File: src/rtl/eim_reg_bank.sv
// eim_reg_bank: strobe-driven register bank with read-only status slots,
// self-clearing pulse registers and a fixed-latency read pipeline.
module eim_reg_bank #(
  parameter int                 DW         = 16,
  parameter int                 NUM_REG    = 16,
  parameter logic [15:0]        BASE_ADDR  = 16'h0000,
  parameter logic [NUM_REG-1:0] RO_MASK    = '0,
  parameter logic [NUM_REG-1:0] PULSE_MASK = '0,
  parameter int                 RD_LAT     = 2
) (
  input  logic                  eim_clk,
  input  logic                  eim_rst,
  input  logic [15:0]           reg_addr,
  input  logic [DW-1:0]         reg_data,
  input  logic                  reg_addr_index,
  input  logic                  reg_data_index,
  input  logic                  reg_read_index,
  input  logic [NUM_REG*DW-1:0] status_in,
  output logic [DW-1:0]         reg_read_out,
  output logic                  read_data_en,
  output logic [NUM_REG*DW-1:0] ctrl_out,
  output logic                  wr_err,
  output logic                  busy
);

  typedef enum logic [1:0] {
    IDLE,
    RD_PIPE,
    RD_DONE
  } state_e;

  localparam logic [1:0] LAST = 2'(RD_LAT - 1);

  state_e               state_q, state_d;
  logic [1:0]           cnt_q, cnt_d;
  logic                 wr_req_q, wr_req_d;
  logic                 rd_req_q, rd_req_d;
  logic [NUM_REG-1:0]   rd_sel_q, rd_sel_d;
  logic [DW-1:0]        rdata_q, rdata_d;
  logic                 rvalid_q, rvalid_d;
  logic                 wr_err_q, wr_err_d;
  logic                 busy_q, busy_d;
  logic [DW-1:0]        regs_q [NUM_REG];
  logic [DW-1:0]        regs_d [NUM_REG];

  logic                 wr_req, rd_req;
  logic                 wr_edge, rd_edge;
  logic [15:0]          off;
  logic                 in_range;
  logic [NUM_REG-1:0]   sel;
  logic                 wr_ok;
  logic [DW-1:0]        rd_mux;

  assign wr_req  = reg_addr_index & reg_data_index;
  assign rd_req  = reg_addr_index & reg_read_index & ~reg_data_index;
  assign wr_edge = wr_req & ~wr_req_q;
  assign rd_edge = rd_req & ~rd_req_q;

  // 17-bit upper bound so a bank ending at 16'hFFFF cannot wrap
  always_comb begin
    off      = reg_addr - BASE_ADDR;
    in_range = (reg_addr >= BASE_ADDR) &&
               ({1'b0, reg_addr} <
                ({1'b0, BASE_ADDR} + 17'(NUM_REG)));
    sel = '0;
    for (int i = 0; i < NUM_REG; i++) begin
      sel[i] = in_range && (off == 16'(i));
    end
    wr_ok = |(sel & ~RO_MASK);
  end

  always_comb begin
    rd_mux = '0;
    for (int i = 0; i < NUM_REG; i++) begin
      if (rd_sel_q[i]) begin
        rd_mux = RO_MASK[i] ? status_in[i*DW +: DW]
                            : regs_q[i];
      end
    end
  end

  always_comb begin
    for (int i = 0; i < NUM_REG; i++) begin
      if (RO_MASK[i]) begin
        regs_d[i] = '0;
      end else if (wr_edge && sel[i]) begin
        regs_d[i] = reg_data;
      end else if (PULSE_MASK[i]) begin
        regs_d[i] = '0;
      end else begin
        regs_d[i] = regs_q[i];
      end
    end
  end

  always_comb begin
    state_d  = state_q;
    cnt_d    = cnt_q;
    rd_sel_d = rd_sel_q;
    rdata_d  = rdata_q;
    rvalid_d = 1'b0;
    wr_err_d = wr_edge & ~wr_ok;
    wr_req_d = wr_req;
    rd_req_d = rd_req;
    unique case (state_q)
      IDLE: begin
        if (rd_edge) begin
          state_d  = RD_PIPE;
          cnt_d    = '0;
          rd_sel_d = sel;
        end
      end
      RD_PIPE: begin
        if (cnt_q == LAST) begin
          state_d = RD_DONE;
        end else begin
          cnt_d = cnt_q + 2'd1;
        end
      end
      RD_DONE: begin
        state_d  = IDLE;
        rvalid_d = 1'b1;
        rdata_d  = rd_mux;
      end
      default: state_d = IDLE;
    endcase
    busy_d = (state_d != IDLE);
  end

  always_ff @(posedge eim_clk or negedge eim_rst) begin
    if (!eim_rst) begin
      state_q  <= IDLE;
      cnt_q    <= '0;
      wr_req_q <= 1'b0;
      rd_req_q <= 1'b0;
      rd_sel_q <= '0;
      rdata_q  <= '0;
      rvalid_q <= 1'b0;
      wr_err_q <= 1'b0;
      busy_q   <= 1'b0;
      for (int i = 0; i < NUM_REG; i++) begin
        regs_q[i] <= '0;
      end
    end else begin
      state_q  <= state_d;
      cnt_q    <= cnt_d;
      wr_req_q <= wr_req_d;
      rd_req_q <= rd_req_d;
      rd_sel_q <= rd_sel_d;
      rdata_q  <= rdata_d;
      rvalid_q <= rvalid_d;
      wr_err_q <= wr_err_d;
      busy_q   <= busy_d;
      for (int i = 0; i < NUM_REG; i++) begin
        regs_q[i] <= regs_d[i];
      end
    end
  end

  always_comb begin
    for (int i = 0; i < NUM_REG; i++) begin
      ctrl_out[i*DW +: DW] = regs_q[i];
    end
  end

  assign reg_read_out = rdata_q;
  assign read_data_en = rvalid_q;
  assign wr_err       = wr_err_q;
  assign busy         = busy_q;

endmodule

File: config.mk
export PLATFORM = sky130hd
export DESIGN_NAME = eim_reg_bank
export DESIGN_NICKNAME = d
export VERILOG_FILES = /design/src/rtl/eim_reg_bank.sv
export SDC_FILE = /design/constraint.sdc
export NUM_CORES = 1
export LEC_CHECK = 0
export ABC_AREA = 1
export BUFFER_PORTS_ARGS = -buffer_cell sky130_fd_sc_hd__buf_2
export CAP_MARGIN = 20
export CORE_AREA = 2 2 220 222
export DETAILED_ROUTE_END_ITERATION = 10
export DIE_AREA = 0 0 222 224
export PLACE_DENSITY = 0.61
export SYNTH_ARGS = -nofsm -noshare
export SYNTH_HDL_FRONTEND = slang
export SYNTH_SLANG_ARGS = --single-unit
File: constraint.sdc
create_clock -name eim_clk -period 4 [get_ports eim_clk]
set_input_delay 0.8 -clock eim_clk [delete_from_list [all_inputs] [get_ports eim_clk]]
set_output_delay 0.8 -clock eim_clk [all_outputs]
set_load 0.005 [all_outputs]
==> summary.txt, run 1 <==
Floorplan
  • Die ar.: 0.0497 sq mm
  • Initial core utilization: 29.0%
  • Core ar.: 0.0473 sq mm
  • Die W: 222 um
  • Row count: 80
  • Top Ports: 568
  • Die height: 224 um

Placement
  • RePlAce Congestion: 0.828
  • Place WS: 0.764 ns
  • Port-buffer cells: 311
  • Dpl hpwl: 36900 um

CTS
  • CTS max path bufs: 3
  • Post-CTS sizing: 0
  • Total CTS buffers: 36
  • CTS tree: built
  • Htree depth: 2
  • Worst-path clk slew: 0.06 ns
  • Clk_lat worst skew: 0.54 ns
  • Clock sinks: 297
  • Hold-fix buffers, CTS: 0
  • Root Buffer: clkbuf_16
  • Setup Fix Bufs, Post-CTS: 0

Route
  • Via Count: 12700
  • DRT Wirelength: 53500 um
  • TritonRoute pass-1 iters: 5
  • Avg WL per Cell: 20.7 um
  • 1st-iter DRT viols: 1325
  • DRC Markers: 0
  • Final ANT Viol Nets: 0
  • Drt via density: 4.92

Worst setup path
  • Crit path launch type: flop
  • Critical Path Sink Type: flop
  • R2R depth: 15
  • Setup CP Type: flop to flop
  • Largest fanout on the critical path: 18
  • Req. time, crit path: 4.42 ns
  • CP arrival: 3.76 ns

Job
  • Maxcap violations: 0

STA
  • RSZ-0062 raised after global routing: false
  • Fmax: 300 MHz
  • Skew final: 0.0197 ns
  • Setup WS post-layout: 0.665 ns
  • Final Cycle Share: 83.4%
  • Max Slew Vio Count: 0
  • Actual slew at the worst max-slew pin: 1.18 ns
  • Final min period: 3.33 ns
  • Rel. slew slack: 21.2%
  • Final hold vios: 0
  • TNS Setup: 0 ns
  • Final setup fails: 0

GRT
  • Vias in the first global route: 11600
  • Largest net degree at the start of global routing: 93
  • All-Layer GR Usage: 21.1%
  • Antenna violations before repair: 5
  • First-pass GRT wire length: 77800 um
  • Remaining Overflow, GRT: 0

Finish
  • Final-stage net count: 2238
  • Fraction of layout cells with a size suffix above 1: 24.0%
  • Diode count: 0
  • Layout area overhead: 23.6%
  • Fill count: 4971

Yosys
  • Post-Syn Area: 0.0138 sq mm
  • Area leader, netlist: dfrtp_1
  • Synthesized flop and latch total: 297
  • Synthesized netlist cell count: 1694
  • Compound-Gate Fraction of Synth Area: 13.7%
  • Yosys top cell area share: 54.0%
  • Post-synth EDFFs: 0
  • Main synth FF type: dfrtp_1
  • Syn_area_per_cell: 8.12 sq um
  • Largest family of logic cells by synthesized area: simple AND/OR/NAND/NOR gates
  • Netlist cell types: 29
  • Syn_nets: 1988
  • Post-Synth Adder-Cell Area: 0.0910%
  • Sequential fraction of the synthesis area: 54.0%
  • Synth Area in Simple Gates: 25.6%
  • Post-Synth XOR/XNOR Area: 0%
  • Synthesis warning total: 0
  • Synth top area cells: dfrtp_1 54%, nand2_1 15%, nand3_1 5.7%
  • Ys async rst share: 100%
  • Multiplexer share of the synthesized area: 0%

Power
  • Pwr/cell area: 403 mW/mm^2
  • VDD IR max: 242 uV
  • Leakage power: 8.79 nW

Worst hold path
  • HP Class: input port to async pin

Outcome
  • Status: complete, no violations
==> power by group <==
group | internal [W] | switching (W) | leakage, nW
combinational | 0.0000783 | 0.000326 | 4.06
clock | 0.00206 | 0.00134 | 0.590
sequential | 0.00303 | 0.0000191 | 4.14
total | 0.00517 | 0.00168 | 8.79
==> final cells by class <==
cell class                      instances  area, sq um  area share, %
Clock inverter                          9          129          0.758
Timing Repair Buffer                  339         1850           10.9
Multi-Input combinational cell       1184         5410           31.9
Sequential cell                       297         7430           43.7
Clock buffer                           50         1070           6.33
Tap cell                              615          769           4.53
Inverter                               86          323           1.90
==> registers in the layout (all words and copies together) (netlist names) <==
signal        flops
rd_req_q          1
rd_sel_q         16
read_data_en      1
ctrl_out        256
wr_err            1
wr_req_q          1
state_q           2
busy              1
cnt_q             2
reg_read_out     16
==> path summary, 6_finish.rpt <==
check                                      start                to  slack (ns)
max in group asynchronous                eim_rst      ctrl_out[66]        2.72
worst max-delay path                 rd_sel_q[5]   reg_read_out[7]        0.67
min in group eim_clk              reg_data_index          rd_req_q        0.47
worst min register to register  reg_read_out[10]  reg_read_out[10]        0.48
worst max register to register       rd_sel_q[5]   reg_read_out[7]        0.67
worst min-delay path                     eim_rst     ctrl_out[114]        0.26
==> placed cells by master (no fill, tap or decap), drive strengths merged <==
cell / netlist / layout
nand2: 558 / 558
buf: 52 / 339
dfrtp: 297 / 297
o21ai: 256 / 256
nand3: 157 / 157
inv: 85 / 85
a21oi: 81 / 81
clkbuf: 75 / 50
or2: 48 / 48
nor2: 43 / 43
nor3: 17 / 17
o21a: 16 / 16
clkinv: 1 / 5
bufinv: 0 / 3
nor4: 2 / 2
o31ai: 2 / 2
clkinvlp: 0 / 2
or4: 1 / 1
nand4: 1 / 1
o41ai: 1 / 1
ha: 1 / 1
==> through the flow <==
stage | std cells | power [W] | hold slack, ns | area, sq um | util (%)
finish | 2580 | 0.00685 | 0.261 | 17000 | 35.9
global route | 2580 | 0.00708 | 0.318 | 17000 | 35.9
floorplan | 1694 | 0.00328 | 0.453 | 13800 | -
detailed placement | 2518 | 0.00351 | 0.466 | 15700 | 33.2
global placement | 2518 | 0.00350 | 0.465 | 15700 | 33.2
CTS | 2577 | 0.00694 | 0.310 | 16900 | 35.8
==> critical path: stages (launching register included) <==
cell and delay, ns:
dfrtp_1 0.73, inv_1 0.49, nand3_1 0.41, nand3_1 0.14, nand3_1 0.14, nand3_1 0.10, nand3_1 0.14, nand3_1 0.16
nand3_1 0.15, nand2_1 0.13, nand2_1 0.10, nand3_1 0.14, nand2_1 0.15, nand2_1 0.09, nand2_1 0.07, nand2_1 0.05
==> synth_stat cells (2+ instances only) <==
cell / number
nor2_1: 41
o21a_1: 16
buf_1: 9
buf_4: 2
clkbuf_1: 73
or2_2: 48
o21ai_1: 142
nor3_2: 11
clkbuf_2: 2
nor4_1: 2
inv_1: 84
nand2_2: 2
o21ai_0: 103
nor3_1: 6
buf_6: 7
nand2_1: 556
a21oi_1: 81
o21ai_2: 11
nand3_1: 157
nor2_2: 2
buf_2: 34
dfrtp_1: 297
o31ai_1: 2
==> cells by family after synthesis <==
family,count (synthesis)
flops,297
fa+ha+maj,1
simple gates,827
buf+inv,213
compound gates,356
==> metal layers <==
metal	wire length (um)	track usage [%]	vias up
met5	26	0	-
met4	1130	5.47	4
met2	23700	32.2	525
li1	-	-	5998
met3	4180	4.32	79
met1	24500	30.6	6093
(Power assumes the default switching activity.)
==> inputs of run 2 (changes only) <==
==> constraint.sdc (replaced) <==
create_clock -name eim_clk -period 3.1 [get_ports eim_clk]
set_input_delay 0.62 -clock eim_clk [delete_from_list [all_inputs] [get_ports eim_clk]]
set_output_delay 0.62 -clock eim_clk [all_outputs]
set_load 0.005 [all_outputs]
==> run 2 against run 1 <==
  * Sequential share of layout area shrank 0.76 points
  * Combinational power grew 29%
  * Flip-flop and latch count is the same
  * Register-to-register slack lost 0.42 ns
  * Largest power group unchanged
  * Power grew 31%
  * Non-clock buffer count grew 29
  * Count of clock-buffer cells in the layout shrank 1
  * Fmax grew 17%
  * Worst setup slack lost 0.42 ns
  * Global-route usage is essentially flat
  * Routed wire length is essentially flat
==> summary.txt, run 2 (same netlist as run 1, synthesis figures left out) <==
Worst setup path
  • Setup CP Type: flop to flop (unchanged)
  • Worst path bufs/invs: 2 (was 1)
  • Largest stage delay, worst path: 0.42 ns (was 0.73 ns)
  • Cell repeated most along the worst path: nand2_1 (was nand3_1)
  • CP arrival: 3.27 ns (was 3.76 ns)
  • R2R depth: 20 (was 15)
  • Worst path depth: 20 (was 15)
  • Cells along the critical path: buf_12, buf_4, a21oi_1, nand2_1, nand2_1, nand2_1, nand3_1, nand3_1, nand3_1, nand3_1, nand3_1, nand3_1, nand3_1, nand2_1, nand2_1, nand3_1, nand2_1, nand2_1, nand2_1, nand2_1 (was inv_1, nand3_1, nand3_1, nand3_1, nand3_1, nand3_1, nand3_1, nand3_1, nand2_1, nand2_1, nand3_1, nand2_1, nand2_1, nand2_1, nand2_1)
  • CP delay by family, top: simple AND/OR/NAND/NOR gates (unchanged)
  • Critical Path Sink Type: flop (unchanged)
  • Crit path launch type: flop (unchanged)
  • Crit-path slowest cell: dfrtp_1 (unchanged)
  • Flop2flop setup slack: 0.25 ns (was 0.67 ns)
  • Largest fanout on the critical path: 30 (was 18)
  • Req. time, crit path: 3.52 ns (was 4.42 ns)

Worst hold path
  • HP Class: input port to async pin (unchanged)

Power
  • VDD IR max: 316 uV (was 242 uV)
  • Leakage power: 8.96 nW (was 8.79 nW)
  • Pwr/cell area: 519 mW/mm^2 (was 403 mW/mm^2)

STA
  • Actual slew at the worst max-slew pin: 1.15 ns (was 1.18 ns)
  • Rel. slew slack: 23.4% (was 21.2%)
  • Skew final: 0.0179 ns (was 0.0197 ns)
  • Max Slew Vio Count: 0 (unchanged)
  • Final min period: 2.85 ns (was 3.33 ns)
  • Fmax: 350 MHz (was 300 MHz)
  • Final Cycle Share: 92.1% (was 83.4%)
  • RSZ-0062 raised after global routing: false (unchanged)
  • TNS Setup: 0 ns (unchanged)
  • Final hold vios: 0 (unchanged)
  • Final setup fails: 0 (unchanged)

Route
  • 1st-iter DRT viols: 1233 (was 1325)
  • Final ANT Viol Nets: 0 (unchanged)
  • Avg WL per Cell: 20.5 um (was 20.7 um)
  • DRC Markers: 0 (unchanged)
  • Drt via density: 4.86 (was 4.92)
  • TritonRoute pass-1 iters: 5 (unchanged)
  • DRT Wirelength: 53500 um (about the same)
  • Via Count: 12700 (unchanged)

GRT
  • All-Layer GR Usage: 21.2% (was 21.1%)
  • Antenna violations before repair: 5 (unchanged)
  • First-pass GRT wire length: 78200 um (was 77800 um)
  • Remaining Overflow, GRT: 0 (unchanged)
  • Largest net degree at the start of global routing: 71 (was 93)
  • Vias in the first global route: 11800 (was 11600)

Finish
  • Commonest non-fill, non-tap cell in the layout: nand2_1 (unchanged)
  • Max reg flops: 256 (unchanged)
  • Register area: 0.00743 sq mm (unchanged)
  • Area of the multi-input gates: 0.00541 sq mm (unchanged)
  • Layout area overhead: 25.8% (was 23.6%)
  • Final-stage net count: 2268 (was 2238)
  • Final cell count without fillers: 2613 (was 2580)
  • Fraction of layout cells with a size suffix above 1: 25.1% (was 24.0%)
  • Fill count: 4939 (was 4971)
  • Most frequent cells in the layout: 556 x nand2_1, 310 x buf_2, 297 x dfrtp_1 (unchanged)
  • Diode count: 0 (unchanged)

Floorplan
  • Core ar.: 0.0473 sq mm (unchanged)
  • Top Ports: 568 (unchanged)
  • Die ar.: 0.0497 sq mm (unchanged)
  • Die height: 224 um (unchanged)
  • Row count: 80 (unchanged)
  • Initial core utilization: 29.0% (unchanged)
  • Die W: 222 um (unchanged)

CTS
  • Htree depth: 2 (unchanged)
  • Hold-fix buffers, CTS: 0 (unchanged)
  • Setup Fix Bufs, Post-CTS: 0 (unchanged)
  • CTS max path bufs: 3 (unchanged)
  • Clock sinks: 297 (unchanged)
  • Worst-path clk slew: 0.06 ns (about the same)
  • Post-CTS sizing: 0 (unchanged)
  • Root Buffer: clkbuf_16 (unchanged)
  • CTS tree: built (unchanged)
  • Total CTS buffers: 37 (was 36)
  • Clk_lat worst skew: 0.55 ns (was 0.54 ns)

Job
  • Maxcap violations: 0 (unchanged)

Placement
  • # placed instances: 2549 (was 2518)
  • Port-buffer cells: 311 (unchanged)
  • RePlAce Congestion: 0.832 (was 0.828)
  • Dpl hpwl: 37400 um (was 36900 um)

Outcome
  • Status: complete, no violations (unchanged)
[run 2: layout make-up]
class	instances	area share (%)
clock buffers	49	6.03
clock inverters	14	1.20
inverters	86	1.87
multi-input cells	1184	31.3
flip-flops and latches	297	43.0
well taps	615	4.45
repair buffers	368	12.2
[run 2: final timing paths]
check                                startpoint              end
worst max-delay path                rd_sel_q[2]  reg_read_out[2]
worst max register to register      rd_sel_q[2]  reg_read_out[2]
worst min-delay path                    eim_rst    ctrl_out[115]
max in group asynchronous               eim_rst     ctrl_out[16]
worst min register to register  reg_read_out[7]  reg_read_out[7]
min in group eim_clk             reg_data_index         rd_req_q
[run 2: power by group]
| group | total [W] | switching (W) | leakage [nW] | internal (W) |
|---|---|---|---|---|
| registers | 0.00394 | 0.0000235 | 4.14 | 0.00392 |
| logic | 0.000524 | 0.000415 | 4.21 | 0.000110 |
| clock network | 0.00451 | 0.00174 | 0.610 | 0.00278 |
| total | 0.00898 | 0.00217 | 8.96 | 0.00681 |
[run 2: metal layers]
| metal | part of all wire [%] | track usage, % |
|---|---|---|
| met5 | 0.045 | 0 |
| met4 | 2.4 | 5.60 |
| met3 | 7.2 | 4.46 |
| met2 | 43 | 32.1 |
| met1 | 47 | 30.6 |
[run 2: through the flow]
step           cell area [sq um]  total power, W  worst slack [ns]  hold slack, ns  util, %
2_1_floorplan              13800         0.00424             0.905           0.324        -
6_report                   17300         0.00898             0.246          0.0358     36.5
5_1_grt                    17300         0.00928            0.0449          0.0547     36.5
3_3_place_gp               16000         0.00453             0.318           0.465     33.8
3_5_place_dp               16000         0.00454             0.286           0.468     33.8
4_1_cts                    17300         0.00910             0.256          0.0368     36.5
==> inputs of run 3 (changes only) <==
--- a/config.mk
+++ b/config.mk
@@ -5,13 +5,13 @@
 export SDC_FILE = /design/constraint.sdc
 export NUM_CORES = 1
 export LEC_CHECK = 0
-export ABC_AREA = 1
 export BUFFER_PORTS_ARGS = -buffer_cell sky130_fd_sc_hd__buf_2
 export CAP_MARGIN = 20
 export CORE_AREA = 2 2 220 222
 export DETAILED_ROUTE_END_ITERATION = 10
 export DIE_AREA = 0 0 222 224
 export PLACE_DENSITY = 0.61
+export SKIP_CTS_REPAIR_TIMING = 1
 export SYNTH_ARGS = -nofsm -noshare
 export SYNTH_HDL_FRONTEND = slang
 export SYNTH_SLANG_ARGS = --single-unit
==> constraint.sdc (replaced) <==
create_clock -name eim_clk -period 2.7 [get_ports eim_clk]
set_input_delay 0.54 -clock eim_clk [delete_from_list [all_inputs] [get_ports eim_clk]]
set_output_delay 0.54 -clock eim_clk [all_outputs]
set_load 0.005 [all_outputs]
==> run 3 against run 2 <==
  * Clock power grew 8.9%
  * Critical path depth shrank 14
  * Flip-flop and latch count is the same
  * Count of clock-buffer cells in the layout is the same
  * Critical path type unchanged
  * Synthesized cell count shrank 37%
  * Core utilization grew 0.24 points
  * Hold slack gained 0.26 ns
  * Final area grew 0.66%
  * Power grew 18%
  * Global-route usage shrank 1.4 points
  * Highest routed layer is now met4
==> summary.txt, run 3 <==
STA
  • Final hold vios: 0 (unchanged)
  • Final Cycle Share: 84.5% (was 92.1%)
  • Rel. slew slack: 37.2% (was 23.4%)
  • RSZ-0062 raised after global routing: false (unchanged)
  • TNS Setup: 0 ns (unchanged)
  • Setup WS post-layout: 0.420 ns (was 0.246 ns)
  • Fmax: 439 MHz (was 350 MHz)
  • Max Slew Vio Count: 0 (unchanged)
  • Skew final: 0.0126 ns (was 0.0179 ns)
  • Final min period: 2.28 ns (was 2.85 ns)
  • Actual slew at the worst max-slew pin: 0.940 ns (was 1.15 ns)
  • Final setup fails: 0 (unchanged)

CTS
  • CTS max path bufs: 3 (unchanged)
  • Clock sinks: 297 (unchanged)
  • Worst-path clk slew: 0.06 ns (about the same)
  • Total CTS buffers: 35 (was 37)
  • CTS tree: built (unchanged)
  • Root Buffer: clkbuf_16 (unchanged)
  • Htree depth: 2 (unchanged)
  • Clk_lat worst skew: 0.53 ns (was 0.55 ns)

Power
  • Leakage power: 9.38 nW (was 8.96 nW)
  • Power share of the clock group: 46.1% (was 50.3%)
  • Flop pwr share: 44.1% (was 43.9%)
  • Logic gate share of total power: 9.7% (was 5.8%)
  • Psw: 0.00268 W (was 0.00217 W)
  • Int Pwr: 0.00796 W (was 0.00681 W)
  • Pwr/cell area: 611 mW/mm^2 (was 519 mW/mm^2)
  • VDD IR max: 338 uV (was 316 uV)
  • Sw Share: 25.2% (was 24.2%)

Floorplan
  • Top Ports: 568 (unchanged)
  • Initial core utilization: 29.1% (was 29.0%)
  • Die W: 222 um (unchanged)
  • Core ar.: 0.0473 sq mm (unchanged)
  • Row count: 80 (unchanged)
  • Die ar.: 0.0497 sq mm (unchanged)
  • Die height: 224 um (unchanged)

Worst setup path
  • Req. time, crit path: 3.09 ns (was 3.52 ns)
  • R2R depth: 6 (was 20)
  • Worst r2r src: rd_sel_q[0] (was rd_sel_q[2])
  • Setup CP Type: flop to flop (unchanged)
  • R2R Path End: reg_read_out[15] (was reg_read_out[2])
  • Worst path depth: 6 (was 20)
  • Crit path launch type: flop (unchanged)
  • Cells along the critical path: nor2b_1, buf_4, a221oi_1, o211ai_1, a222oi_1, o21ai_0 (was buf_12, buf_4, a21oi_1, nand2_1, nand2_1, nand2_1, nand3_1, nand3_1, nand3_1, nand3_1, nand3_1, nand3_1, nand3_1, nand2_1, nand2_1, nand3_1, nand2_1, nand2_1, nand2_1, nand2_1)
  • Critical Path Sink Type: flop (unchanged)
  • Largest fanout on the critical path: 15 (was 30)
  • Worst path bufs/invs: 1 (was 2)
  • Crit-path slowest cell: a222oi_1 (was dfrtp_1)
  • Largest stage delay, worst path: 0.57 ns (was 0.42 ns)
  • Flop2flop setup slack: 0.42 ns (was 0.25 ns)
  • CP arrival: 2.67 ns (was 3.27 ns)
  • CP delay by family, top: compound AO/OA/AOI/OAI gates (was simple AND/OR/NAND/NOR gates)

Outcome
  • Status: complete, no violations (unchanged)

Route
  • Avg WL per Cell: 24.6 um (was 20.5 um)
  • DRT Wirelength: 49900 um (was 53500 um)
  • DRC Markers: 0 (unchanged)
  • Via Count: 10500 (was 12700)
  • Final ANT Viol Nets: 0 (unchanged)
  • Drt via density: 5.17 (was 4.86)
  • 1st-iter DRT viols: 680 (was 1233)
  • TritonRoute pass-1 iters: 5 (unchanged)

GRT
  • Antenna violations before repair: 0 (was 5)
  • Largest net degree at the start of global routing: 73 (was 71)
  • Met2 Use GR: 31.0% (was 32.1%)
  • Remaining Overflow, GRT: 0 (unchanged)
  • M3 GR Usage: 4.09% (was 4.46%)
  • Gr busiest metal: met2 (unchanged)
  • First-pass GRT wire length: 72900 um (was 78200 um)
  • All-Layer GR Usage: 19.8% (was 21.2%)
  • Met1 Use GR: 26.7% (was 30.6%)
  • Vias in the first global route: 10600 (was 11800)

Yosys
  • Count leader, synth: dfrtp_1 (was nand2_1)
  • Post-Syn Area: 0.0138 sq mm (about the same)
  • Compound-Gate Fraction of Synth Area: 10.2% (was 13.7%)
  • Syn_area_per_cell: 12.9 sq um (was 8.12 sq um)
  • Post-synth EDFFs: 0 (unchanged)
  • Synth top area cells: dfrtp_1 54%, mux2_2 16%, mux2_4 5.2% (was dfrtp_1 54%, nand2_1 15%, nand3_1 5.7%)
  • Ys async rst share: 100% (unchanged)
  • Synthesized flop and latch total: 297 (unchanged)
  • Netlist cell types: 55 (was 29)
  • Multiplexer share of the synthesized area: 22.2% (was 0%)
  • Most common library cells after synthesis: 297 x dfrtp_1, 192 x mux2_2, 56 x nand2_1 (was 556 x nand2_1, 297 x dfrtp_1, 157 x nand3_1)
  • Main synth FF type: dfrtp_1 (unchanged)
  • Syn_nets: 1360 (was 1988)
  • Largest family of logic cells by synthesized area: multiplexers (was simple AND/OR/NAND/NOR gates)
  • Post-Synth XOR/XNOR Area: 0% (unchanged)
  • Synth Area in Simple Gates: 9.71% (was 25.6%)
  • Sequential fraction of the synthesis area: 54.0% (about the same)
  • Post-Synth Adder-Cell Area: 0.0909% (was 0.0910%)
  • Synthesized netlist cell count: 1066 (was 1694)
  • Synthesis warning total: 0 (unchanged)
  • Area leader, netlist: dfrtp_1 (unchanged)
  • Yosys top cell area share: 54.0% (about the same)

Finish
  • Fraction of layout cells with a size suffix above 1: 48.5% (was 25.1%)
  • Commonest non-fill, non-tap cell in the layout: buf_2 (was nand2_1)
  • Layout area overhead: 26.4% (was 25.8%)
  • Fill count: 4671 (was 4939)
  • Most frequent cells in the layout: 310 x buf_2, 297 x dfrtp_1, 192 x mux2_2 (was 556 x nand2_1, 310 x buf_2, 297 x dfrtp_1)
  • Final-stage net count: 1683 (was 2268)
  • Max reg flops: 256 (unchanged)
  • Post-Route Utilization: 36.8% (was 36.5%)

Job
  • Maxcap violations: 0 (unchanged)

Worst hold path
  • Hold EP: wr_req_q
  • Min-delay src: reg_addr_index
  • HP Class: input port to flop (was input port to async pin)
  • WHS Path Cells: 2

Placement
  • RePlAce Congestion: 0.824 (was 0.832)
  • Place WS: 0.0777 ns (was 0.286 ns)
  • Dpl hpwl: 36600 um (was 37400 um)
  • Port-buffer cells: 311 (unchanged)
## run 3: changes by cell type after synthesis, moves of 61 or more
cell,change
o21ai_1,-140
o21ai_0,-71
mux2_2,+192
nand3_1,-152
nand2_1,-500
inv_1,-61
## run 3: cell families after synthesis
group / after synthesis
and+or+nand+nor: 211
buffers and inverters: 102
adders and majority gates: 1
AOI/OAI and AO/OA: 199
DFF: 297
muxes: 256
## run 3: cell type report
| class | count | area (sq um) | share of cell area [%] |
|---|---|---|---|
| tap | 615 | 769 | 4.42 |
| timing repair buffer | 363 | 2080 | 12.0 |
| antenna | 1 | 2.50 | 0.0144 |
| sequential | 297 | 7430 | 42.7 |
| inverter | 25 | 93.8 | 0.539 |
| multi-input combinational | 667 | 5830 | 33.5 |
| clock buffer | 49 | 1040 | 5.98 |
| clock inverter | 12 | 148 | 0.848 |
## run 3: power groups by stage
stage | Combinational, W | Clock (W) | Sequential (W)
after global routing | 0.00115 | 0.00520 | 0.00471
after floorplan | 0.000464 | 0 | 0.00475
final | 0.00104 | 0.00491 | 0.00469
after CTS | 0.00104 | 0.00505 | 0.00469
after detailed placement | 0.00104 | 0 | 0.00477
after global placement | 0.00102 | 0 | 0.00477
## run 3: worst max-delay path by stage
stage / end / startpoint
6_report: reg_read_out[15] / rd_sel_q[0]
3_3_place_gp: ctrl_out[20] / reg_addr[15]
2_1_floorplan: ctrl_out[54] / reg_addr[15]
4_1_cts: reg_read_out[2] / rd_sel_q[3]
5_1_grt: reg_read_out[10] / rd_sel_q[3]
3_5_place_dp: ctrl_out[1] / reg_addr[10]
## run 3: per-layer routing
layer,wire [um],vias up
met5,0,-
li1,-,4588
met1,22500,5450
met2,22800,361
met3,2820,93
met4,1800,0
## run 3: stage by stage
| stage | std cells | power, W | hold slack, ns | cell area, sq um |
|---|---|---|---|---|
| after CTS | 2027 | 0.0108 | -0.0779 | 17400 |
| after global placement | 1966 | 0.00579 | 0.485 | 16200 |
| final | 2029 | 0.0106 | 0.291 | 17400 |
| after floorplan | 1066 | 0.00521 | 0.244 | 13800 |
| after global routing | 2028 | 0.0111 | 0.265 | 17400 |
| after detailed placement | 1966 | 0.00581 | 0.498 | 16200 |
